`src/rtl/xor_nn_seq_if.sv`:
```
// Host-side bus of the XOR self-test sequencer: weight-write port, run control
// and the per-vector result stream.
interface xor_nn_seq_if #(
    parameter int WIDTH = 16
);
    logic                    cfg_we;
    logic [3:0]              cfg_addr;
    logic signed [WIDTH-1:0] cfg_wdata;
    logic                    cfg_err;
    logic                    start;
    logic                    busy;
    logic                    out_valid;
    logic [1:0]              out_idx;
    logic signed [WIDTH-1:0] out_value;
    logic                    out_ok;
    logic                    done;
    logic                    pass;
    logic [3:0]              fail_mask;

    modport master (
        output cfg_we, cfg_addr, cfg_wdata, start,
        input  cfg_err, busy, out_valid, out_idx, out_value, out_ok, done, pass, fail_mask
    );

    modport slave (
        input  cfg_we, cfg_addr, cfg_wdata, start,
        output cfg_err, busy, out_valid, out_idx, out_value, out_ok, done, pass, fail_mask
    );
endinterface

```
`src/rtl/xor_nn_seq.sv`:
```
// Weight register file and XOR self-test sequencer for the relu_nn 2-2-1 core:
// drives the four XOR vectors, samples the core output and grades each result.
module xor_nn_seq #(
    parameter int                      WIDTH  = 16,
    parameter int                      FRAC   = 8,
    parameter int                      HOLD   = 8,
    parameter logic signed [WIDTH-1:0] THRESH = 16'sh0080
) (
    input  logic                    clk,
    input  logic                    rst,
    xor_nn_seq_if.slave             bus,
    output logic signed [WIDTH-1:0] h1_w1,
    output logic signed [WIDTH-1:0] h1_w2,
    output logic signed [WIDTH-1:0] h1_bias,
    output logic signed [WIDTH-1:0] h2_w1,
    output logic signed [WIDTH-1:0] h2_w2,
    output logic signed [WIDTH-1:0] h2_bias,
    output logic signed [WIDTH-1:0] out_w1,
    output logic signed [WIDTH-1:0] out_w2,
    output logic signed [WIDTH-1:0] out_bias,
    output logic signed [WIDTH-1:0] net_input1,
    output logic signed [WIDTH-1:0] net_input2,
    input  logic signed [WIDTH-1:0] net_output
);
    localparam int                      CNT_W    = (HOLD > 2) ? $clog2(HOLD) : 1;
    localparam logic [CNT_W-1:0]        CNT_LAST = CNT_W'(HOLD - 1);
    localparam logic signed [WIDTH-1:0] ONE      = WIDTH'(1 << FRAC);

    typedef enum logic {IDLE, RUN} state_t;

    state_t                  state, state_n;
    logic [1:0]              vec, vec_n;
    logic [CNT_W-1:0]        cnt, cnt_n;
    logic signed [WIDTH-1:0] in1_n, in2_n, value_n;
    logic                    busy_n, valid_n, ok_n, done_n, pass_n, sample_ok;
    logic [1:0]              idx_n;
    logic [3:0]              mask_n, mask_upd;
    logic signed [WIDTH-1:0] regs [9];

    // Vector v = {in1, in2} as bits: 0=(0,0) 1=(0,1) 2=(1,0) 3=(1,1).
    function automatic logic signed [WIDTH-1:0] vec_in1(input logic [1:0] v);
        return v[1] ? ONE : '0;
    endfunction

    function automatic logic signed [WIDTH-1:0] vec_in2(input logic [1:0] v);
        return v[0] ? ONE : '0;
    endfunction

    function automatic logic expect_one(input logic [1:0] v);
        return v[0] ^ v[1];
    endfunction

    // A value exactly at the threshold is wrong for either expectation.
    function automatic logic result_ok(input logic signed [WIDTH-1:0] val, input logic want);
        return want ? (val > THRESH) : (val < THRESH);
    endfunction

    assign sample_ok = result_ok(net_output, expect_one(vec));

    always_comb begin
        mask_upd      = bus.fail_mask;
        mask_upd[vec] = !sample_ok;
    end

    always_comb begin
        state_n = state;
        vec_n   = vec;
        cnt_n   = cnt;
        in1_n   = net_input1;
        in2_n   = net_input2;
        busy_n  = bus.busy;
        valid_n = 1'b0;
        idx_n   = bus.out_idx;
        value_n = bus.out_value;
        ok_n    = bus.out_ok;
        done_n  = 1'b0;
        pass_n  = bus.pass;
        mask_n  = bus.fail_mask;
        case (state)
            IDLE: begin
                if (bus.start) begin
                    state_n = RUN;
                    vec_n   = 2'd0;
                    cnt_n   = '0;
                    in1_n   = vec_in1(2'd0);
                    in2_n   = vec_in2(2'd0);
                    busy_n  = 1'b1;
                    pass_n  = 1'b0;
                    mask_n  = 4'd0;
                end
            end
            RUN: begin
                if (cnt != CNT_LAST) begin
                    cnt_n = cnt + 1'b1;
                end else begin
                    valid_n = 1'b1;
                    idx_n   = vec;
                    value_n = net_output;
                    ok_n    = sample_ok;
                    mask_n  = mask_upd;
                    if (vec != 2'd3) begin
                        vec_n = vec + 2'd1;
                        cnt_n = '0;
                        in1_n = vec_in1(vec + 2'd1);
                        in2_n = vec_in2(vec + 2'd1);
                    end else begin
                        state_n = IDLE;
                        busy_n  = 1'b0;
                        done_n  = 1'b1;
                        pass_n  = (mask_upd == 4'd0);
                        in1_n   = '0;
                        in2_n   = '0;
                    end
                end
            end
            default: state_n = IDLE;
        endcase
    end

    always_ff @(posedge clk) begin
        if (rst) begin
            state         <= IDLE;
            vec           <= '0;
            cnt           <= '0;
            net_input1    <= '0;
            net_input2    <= '0;
            bus.busy      <= 1'b0;
            bus.out_valid <= 1'b0;
            bus.out_idx   <= '0;
            bus.out_value <= '0;
            bus.out_ok    <= 1'b0;
            bus.done      <= 1'b0;
            bus.pass      <= 1'b0;
            bus.fail_mask <= '0;
        end else begin
            state         <= state_n;
            vec           <= vec_n;
            cnt           <= cnt_n;
            net_input1    <= in1_n;
            net_input2    <= in2_n;
            bus.busy      <= busy_n;
            bus.out_valid <= valid_n;
            bus.out_idx   <= idx_n;
            bus.out_value <= value_n;
            bus.out_ok    <= ok_n;
            bus.done      <= done_n;
            bus.pass      <= pass_n;
            bus.fail_mask <= mask_n;
        end
    end

    // Weights only change from IDLE, so the core sees a frozen set for a whole run.
    always_ff @(posedge clk) begin
        if (rst) begin
            bus.cfg_err <= 1'b0;
            for (int i = 0; i < 9; i++) regs[i] <= '0;
        end else begin
            bus.cfg_err <= 1'b0;
            if (bus.cfg_we) begin
                if (state == RUN || bus.cfg_addr > 4'd8) begin
                    bus.cfg_err <= 1'b1;
                end else begin
                    for (int i = 0; i < 9; i++) begin
                        if (bus.cfg_addr == 4'(i)) regs[i] <= bus.cfg_wdata;
                    end
                end
            end
        end
    end

    assign h1_w1    = regs[0];
    assign h1_w2    = regs[1];
    assign h1_bias  = regs[2];
    assign h2_w1    = regs[3];
    assign h2_w2    = regs[4];
    assign h2_bias  = regs[5];
    assign out_w1   = regs[6];
    assign out_w2   = regs[7];
    assign out_bias = regs[8];
endmodule
```
`src/flat_wrapper.sv`:
```
// flat-port wrapper written by rule: the top's interface ports become plain ports
module xor_nn_seq_flat 
#(
    parameter int                      WIDTH  = 16,
    parameter int                      FRAC   = 8,
    parameter int                      HOLD   = 8,
    parameter logic signed [WIDTH-1:0] THRESH = 16'sh0080
)
  (clk, rst, h1_w1, h1_w2, h1_bias, h2_w1, h2_w2, h2_bias, out_w1, out_w2, out_bias, net_input1, net_input2, net_output, bus_cfg_we, bus_cfg_addr, bus_cfg_wdata, bus_start, bus_cfg_err, bus_busy, bus_out_valid, bus_out_idx, bus_out_value, bus_out_ok, bus_done, bus_pass, bus_fail_mask);
  xor_nn_seq_if #(.WIDTH(WIDTH)) bus_i ();
  input  logic clk;
  input  logic rst;
  output logic signed [WIDTH-1:0] h1_w1;
  output logic signed [WIDTH-1:0] h1_w2;
  output logic signed [WIDTH-1:0] h1_bias;
  output logic signed [WIDTH-1:0] h2_w1;
  output logic signed [WIDTH-1:0] h2_w2;
  output logic signed [WIDTH-1:0] h2_bias;
  output logic signed [WIDTH-1:0] out_w1;
  output logic signed [WIDTH-1:0] out_w2;
  output logic signed [WIDTH-1:0] out_bias;
  output logic signed [WIDTH-1:0] net_input1;
  output logic signed [WIDTH-1:0] net_input2;
  input  logic signed [WIDTH-1:0] net_output;
  input wire logic [$bits(bus_i.cfg_we)-1:0] bus_cfg_we;
  input wire logic [$bits(bus_i.cfg_addr)-1:0] bus_cfg_addr;
  input wire logic [$bits(bus_i.cfg_wdata)-1:0] bus_cfg_wdata;
  input wire logic [$bits(bus_i.start)-1:0] bus_start;
  output wire logic [$bits(bus_i.cfg_err)-1:0] bus_cfg_err;
  output wire logic [$bits(bus_i.busy)-1:0] bus_busy;
  output wire logic [$bits(bus_i.out_valid)-1:0] bus_out_valid;
  output wire logic [$bits(bus_i.out_idx)-1:0] bus_out_idx;
  output wire logic [$bits(bus_i.out_value)-1:0] bus_out_value;
  output wire logic [$bits(bus_i.out_ok)-1:0] bus_out_ok;
  output wire logic [$bits(bus_i.done)-1:0] bus_done;
  output wire logic [$bits(bus_i.pass)-1:0] bus_pass;
  output wire logic [$bits(bus_i.fail_mask)-1:0] bus_fail_mask;
  assign bus_i.cfg_we = bus_cfg_we;
  assign bus_i.cfg_addr = bus_cfg_addr;
  assign bus_i.cfg_wdata = bus_cfg_wdata;
  assign bus_i.start = bus_start;
  assign bus_cfg_err = bus_i.cfg_err;
  assign bus_busy = bus_i.busy;
  assign bus_out_valid = bus_i.out_valid;
  assign bus_out_idx = bus_i.out_idx;
  assign bus_out_value = bus_i.out_value;
  assign bus_out_ok = bus_i.out_ok;
  assign bus_done = bus_i.done;
  assign bus_pass = bus_i.pass;
  assign bus_fail_mask = bus_i.fail_mask;
  xor_nn_seq #(.WIDTH(WIDTH), .FRAC(FRAC), .HOLD(HOLD), .THRESH(THRESH)) u_core (.clk(clk), .rst(rst), .bus(bus_i), .h1_w1(h1_w1), .h1_w2(h1_w2), .h1_bias(h1_bias), .h2_w1(h2_w1), .h2_w2(h2_w2), .h2_bias(h2_bias), .out_w1(out_w1), .out_w2(out_w2), .out_bias(out_bias), .net_input1(net_input1), .net_input2(net_input2), .net_output(net_output));
endmodule
```
`config.mk`:
```
export PLATFORM = sky130hd
export DESIGN_NAME = xor_nn_seq_flat
export DESIGN_NICKNAME = d
export VERILOG_FILES = /design/src/rtl/xor_nn_seq_if.sv /design/src/rtl/xor_nn_seq.sv /design/src/flat_wrapper.sv
export SDC_FILE = /design/constraint.sdc
export NUM_CORES = 1
export LEC_CHECK = 0
export CORE_MARGIN = 2
export CORE_UTILIZATION = 35
export CTS_CLUSTER_SIZE = 12
export DETAILED_ROUTE_END_ITERATION = 7
export PLACE_DENSITY_LB_ADDON = 0.12
export SKIP_CTS_REPAIR_TIMING = 1
export SLEW_MARGIN = 20
export SYNTH_ARGS = -nofsm -noshare
export SYNTH_HDL_FRONTEND = slang
export SYNTH_SLANG_ARGS = --single-unit
```
`constraint.sdc`:
```
create_clock -name clk -period 3.1 [get_ports clk]
set_clock_uncertainty 0.05 [all_clocks]
set_input_delay 0.62 -clock clk [delete_from_list [all_inputs] [get_ports clk]]
set_output_delay 0.62 -clock clk [all_outputs]
set_load 0.1 [all_outputs]
```
Yosys cells after proc, flatten, opt, wreduce, memory -nomap -nowiden
Memories as Yosys holds them, arrays and structs flattened. Index checks and enable logic that the tools add are counted.

Bits in registers: 66. Bits in latches: 0. RAM bits: 144. Memory bits (read-only): 0. Bits of input ports: 40. Logic and storage cells: 158. Memories kept: 1.

Memories: u_core.regs (depth 9, width 16, rd ports 9, clocked after Yosys merged registers in 0, wr ports 9, RTL line xor_nn_seq.sv:38) `logic signed [WIDTH-1:0] regs [9];`.

Add/sub/neg operators: 2. $mul: 0. Div/mod/pow operators: 0. Order comparisons: 5. Equality and inequality tests: 15. Shift operators: 0. Multiplexer cells: 95. Bitwise logic cells: 13. Reductions and logical operators: 13.

Operator list (count): two-way mux 16 bit (14); case mux 16 bit (2 select lines) (2); two-way mux 1 bit (61); two-way mux 9 bit (2); equality test 4 x 3 -> 1 bit (second input constant) (4); > comparator 16 x 9 -> 1 bit (second input constant) (1); less-than comparator 16 x 9 -> 1 bit (second input constant) (1); != test 2 bit (second input constant) (5); two-way mux 3 bit (3); bitwise OR 1 bit (9); equality test 4 x 2 -> 1 bit (second input constant) (2); zero test 4 bit (2); two-way mux 4 bit (2); case mux 4 bit (2 select lines) (1); two-way mux 2 bit (3); != test 3 bit (second input constant) (2); case mux 1 bit (2 select lines) (3); case mux 3 bit (2 select lines) (1); AND reduction 2 bit (3); AND reduction 3 bit (2); bitwise mux 4 bit (1); equality test 4 x 1 -> 1 bit (second input constant) (1); equality test 4 bit (second input constant) (1); > comparator 4 bit (second input constant) (1); other kinds (13) (16).

Logic depth before layout (Yosys ltp)
Depth after elaboration: 9. Mapped depth: 8. Gate-level depth less buffers: 6.

Least setup slack after synthesis
OpenSTA, ideal clock, no wires.

Kind: input port to flip-flop. Start point: input port rst. End point: memory u_core.regs[0][0], enable pin. Library setup time: 0.367 ns. Data arrival time: 1.629 ns. Data required time: 2.683 ns. Slack: 1.054 ns. Stages: 3. Buffers on the path: 0. Cells stage by stage: nand2b_1 -> nor4_1 -> a21o_1.

RTL lines: start, declared (RTL line flat_wrapper.sv:12) `input logic rst;`; end, declared (RTL line xor_nn_seq.sv:38).

==> flow_summary.toml <==
[critical_path]
required_ns = 3.42
reg2reg_setup_slack_ns = 0.93
ff2ff_path_depth = 6
timing.rr.end = "u_core.bus.pass$_SDFFE_PP0P_"
criticalPathCategory = "in -> reg"
r2r_start = "u_core.cnt[0]$_SDFFE_PP0P_"
start_kind = "input port"
cp_max_fo = 40
setup.worst_path.end_class = "flop"
worstPathArrival_ns = 2.58

[min_path]
hold_path_end = "u_core.bus.out_idx[0]$_SDFFE_PP0P_"
hold_depth = 2
hold_path.class = "reg -> reg"
min-delay-start = "u_core.bus.out_idx[0]$_SDFFE_PP0P_"

[final_layout]
final_cell_count_no_fill = 866
fin_util = 0.494
area_growth_syn_to_layout_pct = 39.6
drive_above_1_share = 0.355
final_common_cell = "buf_4"
nets = 669
final_cell_mix = "185 x buf_4, 144 x edfxtp_1, 43 x nand2_1, 39 x clkdlybuf4s50_1, 36 x dfxtp_1"

[synth]
synth_area_leaders = "edfxtp_1 69%, dfxtp_1 11%, buf_4 3.6%, nand2_1 2.6%, a21oi_1 1.9%"
synth_xor_area_frac = 0
synth-compound-area-share = 0.0585
yosys.area.top_type = "edfxtp_1"
ys_async_sr_fraction = 0
synth_top_area_frac = 0.686
synth-simple-area-share = 0.0786
ys_seq_area_frac = 0.800
ys_types = 42
synth_edf_count = 144
synth_top_family_by_area = "simple AND/OR/NAND/NOR gates"
ys_ff_latch = 180
synthMuxAreaShare = 0.00337
synth_flop_cell = "edfxtp_1"
synth_fa_ha_area_frac = 0.0119
synth_warnings = 0
avgSynthCellArea_sq_um = 16.1
syn-cell-area_sq_um = 6310
synth_cells = 391

[cts]
cts.htree.levels = 4
clkLatencyLatePin_ns = 0.42
clkTransAtPathRegs_ns = 0.07
cts_sinks = 180
root_buffer = "clkbuf_16"
tritoncts = "built"
clockBufferDepth = 2
numCtsBuffers = 17

[floorplanning]
die_area_sq_um = 19100
die_w_microns = 138
chipHeight_microns = 138
pin_count = 244
coreArea_sq_um = 17800
rows = 49
initial_core_util = 0.353

[timing]
tightest_slew_ns = 0.680
post-route-period-util = 0.727
relSlewSlack = 0.545
slew_violations = 0
finalHoldViolCount = 0
setup_viol = 0
clock.fmax_ghz = 0.443
min_period_ns = 2.25
rsz0062_at_grt = "false"
finalSetupTns_ns = 0

[routing]
wl_per_cell_microns = 18.2
ant_nets = 0
dr.pass1.iters = 4
totalWireLength_microns = 15800
vias = 3906
initialDrtViolationCount = 271
drc = 0
vias_per_cell = 4.51

[pwr]
ir_drop_mv = 0.398
p_comb_frac = 0.197
swShare = 0.326
p_clk_frac = 0.341
p_seq_frac = 0.462
p_per_area_nw_per_um2 = 676
p_int_mw = 4.01
p_sw_mw = 1.94
p_leak_nw = 3.64

[place]
hpwlAfterDp_microns = 11200
gp_congestion = 0.768
io_buffers = 213
dp.cells = 833

[grt]
grt_pass1_wl_microns = 23300
overflow = 0
grt_pass1_vias = 3731
grt_usage = 0.163
grt_max_degree = 41
grt_antenna_before_repair = 1

[run_status]
status = "finished clean"

[job]
max-cap-violations = 0
-- area by class of cell --
class | count | area [sq um]
multi-input cells | 192 | 1070
inverters | 6 | 22.5
diodes | 1 | 2.50
fillers | 1565 | 9040
repair buffers | 226 | 1820
clock inverters | 14 | 126
well taps | 229 | 287
flip-flops and latches | 180 | 5040
clock buffers | 18 | 429
-- worst max-delay path, stage by stage --
cell	delay (ns)
clkdlybuf4s50_1	0.42
buf_4	0.26
nand4b_1	0.28
a2111oi_0	0.61
a32o_1	0.27
a21o_1	0.09
-- stage by stage --
stage / hold WS, ns / worst slack [ns] / instance area [sq um] / total power, mW
after floorplan: 0.386 / 1.05 / 6410 / 3.74
after global placement: 0.394 / 0.496 / 8250 / 3.98
after detailed placement: 0.400 / 0.415 / 8250 / 3.99
after CTS: 0.412 / 0.865 / 8800 / 6.00
after global routing: 0.428 / 0.721 / 8800 / 6.13
final: 0.407 / 0.845 / 8800 / 5.95
-- routing by layer --
layer	vias up	wire length [microns]	GRT usage
met2	170	7820	0.271
met1	1884	6410	0.198
met4	0	216	0.0499
met3	17	1310	0.0641
li1	1835	-	-
met5	-	0	0
-- cell families after synthesis --
family,after synthesis
AOI/OAI and AO/OA,53
muxes,2
buffers and inverters,48
other,1
and+or+nand+nor,101
adders and majority gates,6
DFF,180
-- power groups by stage --
| stage | sequential, mW | clock [mW] | combinational (mW) |
|---|---|---|---|
| 6_report | 2.75 | 2.03 | 1.18 |
| 3_3_place_gp | 2.81 | 0 | 1.18 |
| 4_1_cts | 2.75 | 2.06 | 1.18 |
| 2_1_floorplan | 3.48 | 0 | 0.261 |
| 3_5_place_dp | 2.80 | 0 | 1.18 |
| 5_1_grt | 2.76 | 2.17 | 1.20 |
-- registers in the layout, summed over array words and instances, names as in the netlist, 2 cells and up --
signal                cells
u_core.bus.fail_mask      4
u_core.bus.out_idx        2
u_core.bus.out_value     16
u_core.cnt                3
u_core.regs             144
u_core.vec                2
-- worst max-delay path by stage --
| stage | start | end | cells past startpoint |
|---|---|---|---|
| after floorplan | rst | u_core.regs[0][0]$_DFFE_PP_ | 3 |
| after global placement | bus_cfg_addr[1] | u_core.regs[0][112]$_DFFE_PP_ | 5 |
| after detailed placement | rst | u_core.bus.pass$_SDFFE_PP0P_ | 6 |
| after CTS | rst | u_core.bus.pass$_SDFFE_PP0P_ | 6 |
| after global routing | rst | u_core.bus.pass$_SDFFE_PP0P_ | 6 |
| final | rst | u_core.bus.pass$_SDFFE_PP0P_ | 6 |
-- synth_stat cells, drive strengths merged (5+ instances only) --
cell type  number
o21ai           5
a21oi          24
a21o            8
nor2b           7
clkbuf          6
nor2           17
edfxtp        144
ha              6
dfxtp          36
buf            36
inv             6
and2           18
nand2          43
No activity file was read; power rests on OpenSTA's default activity.
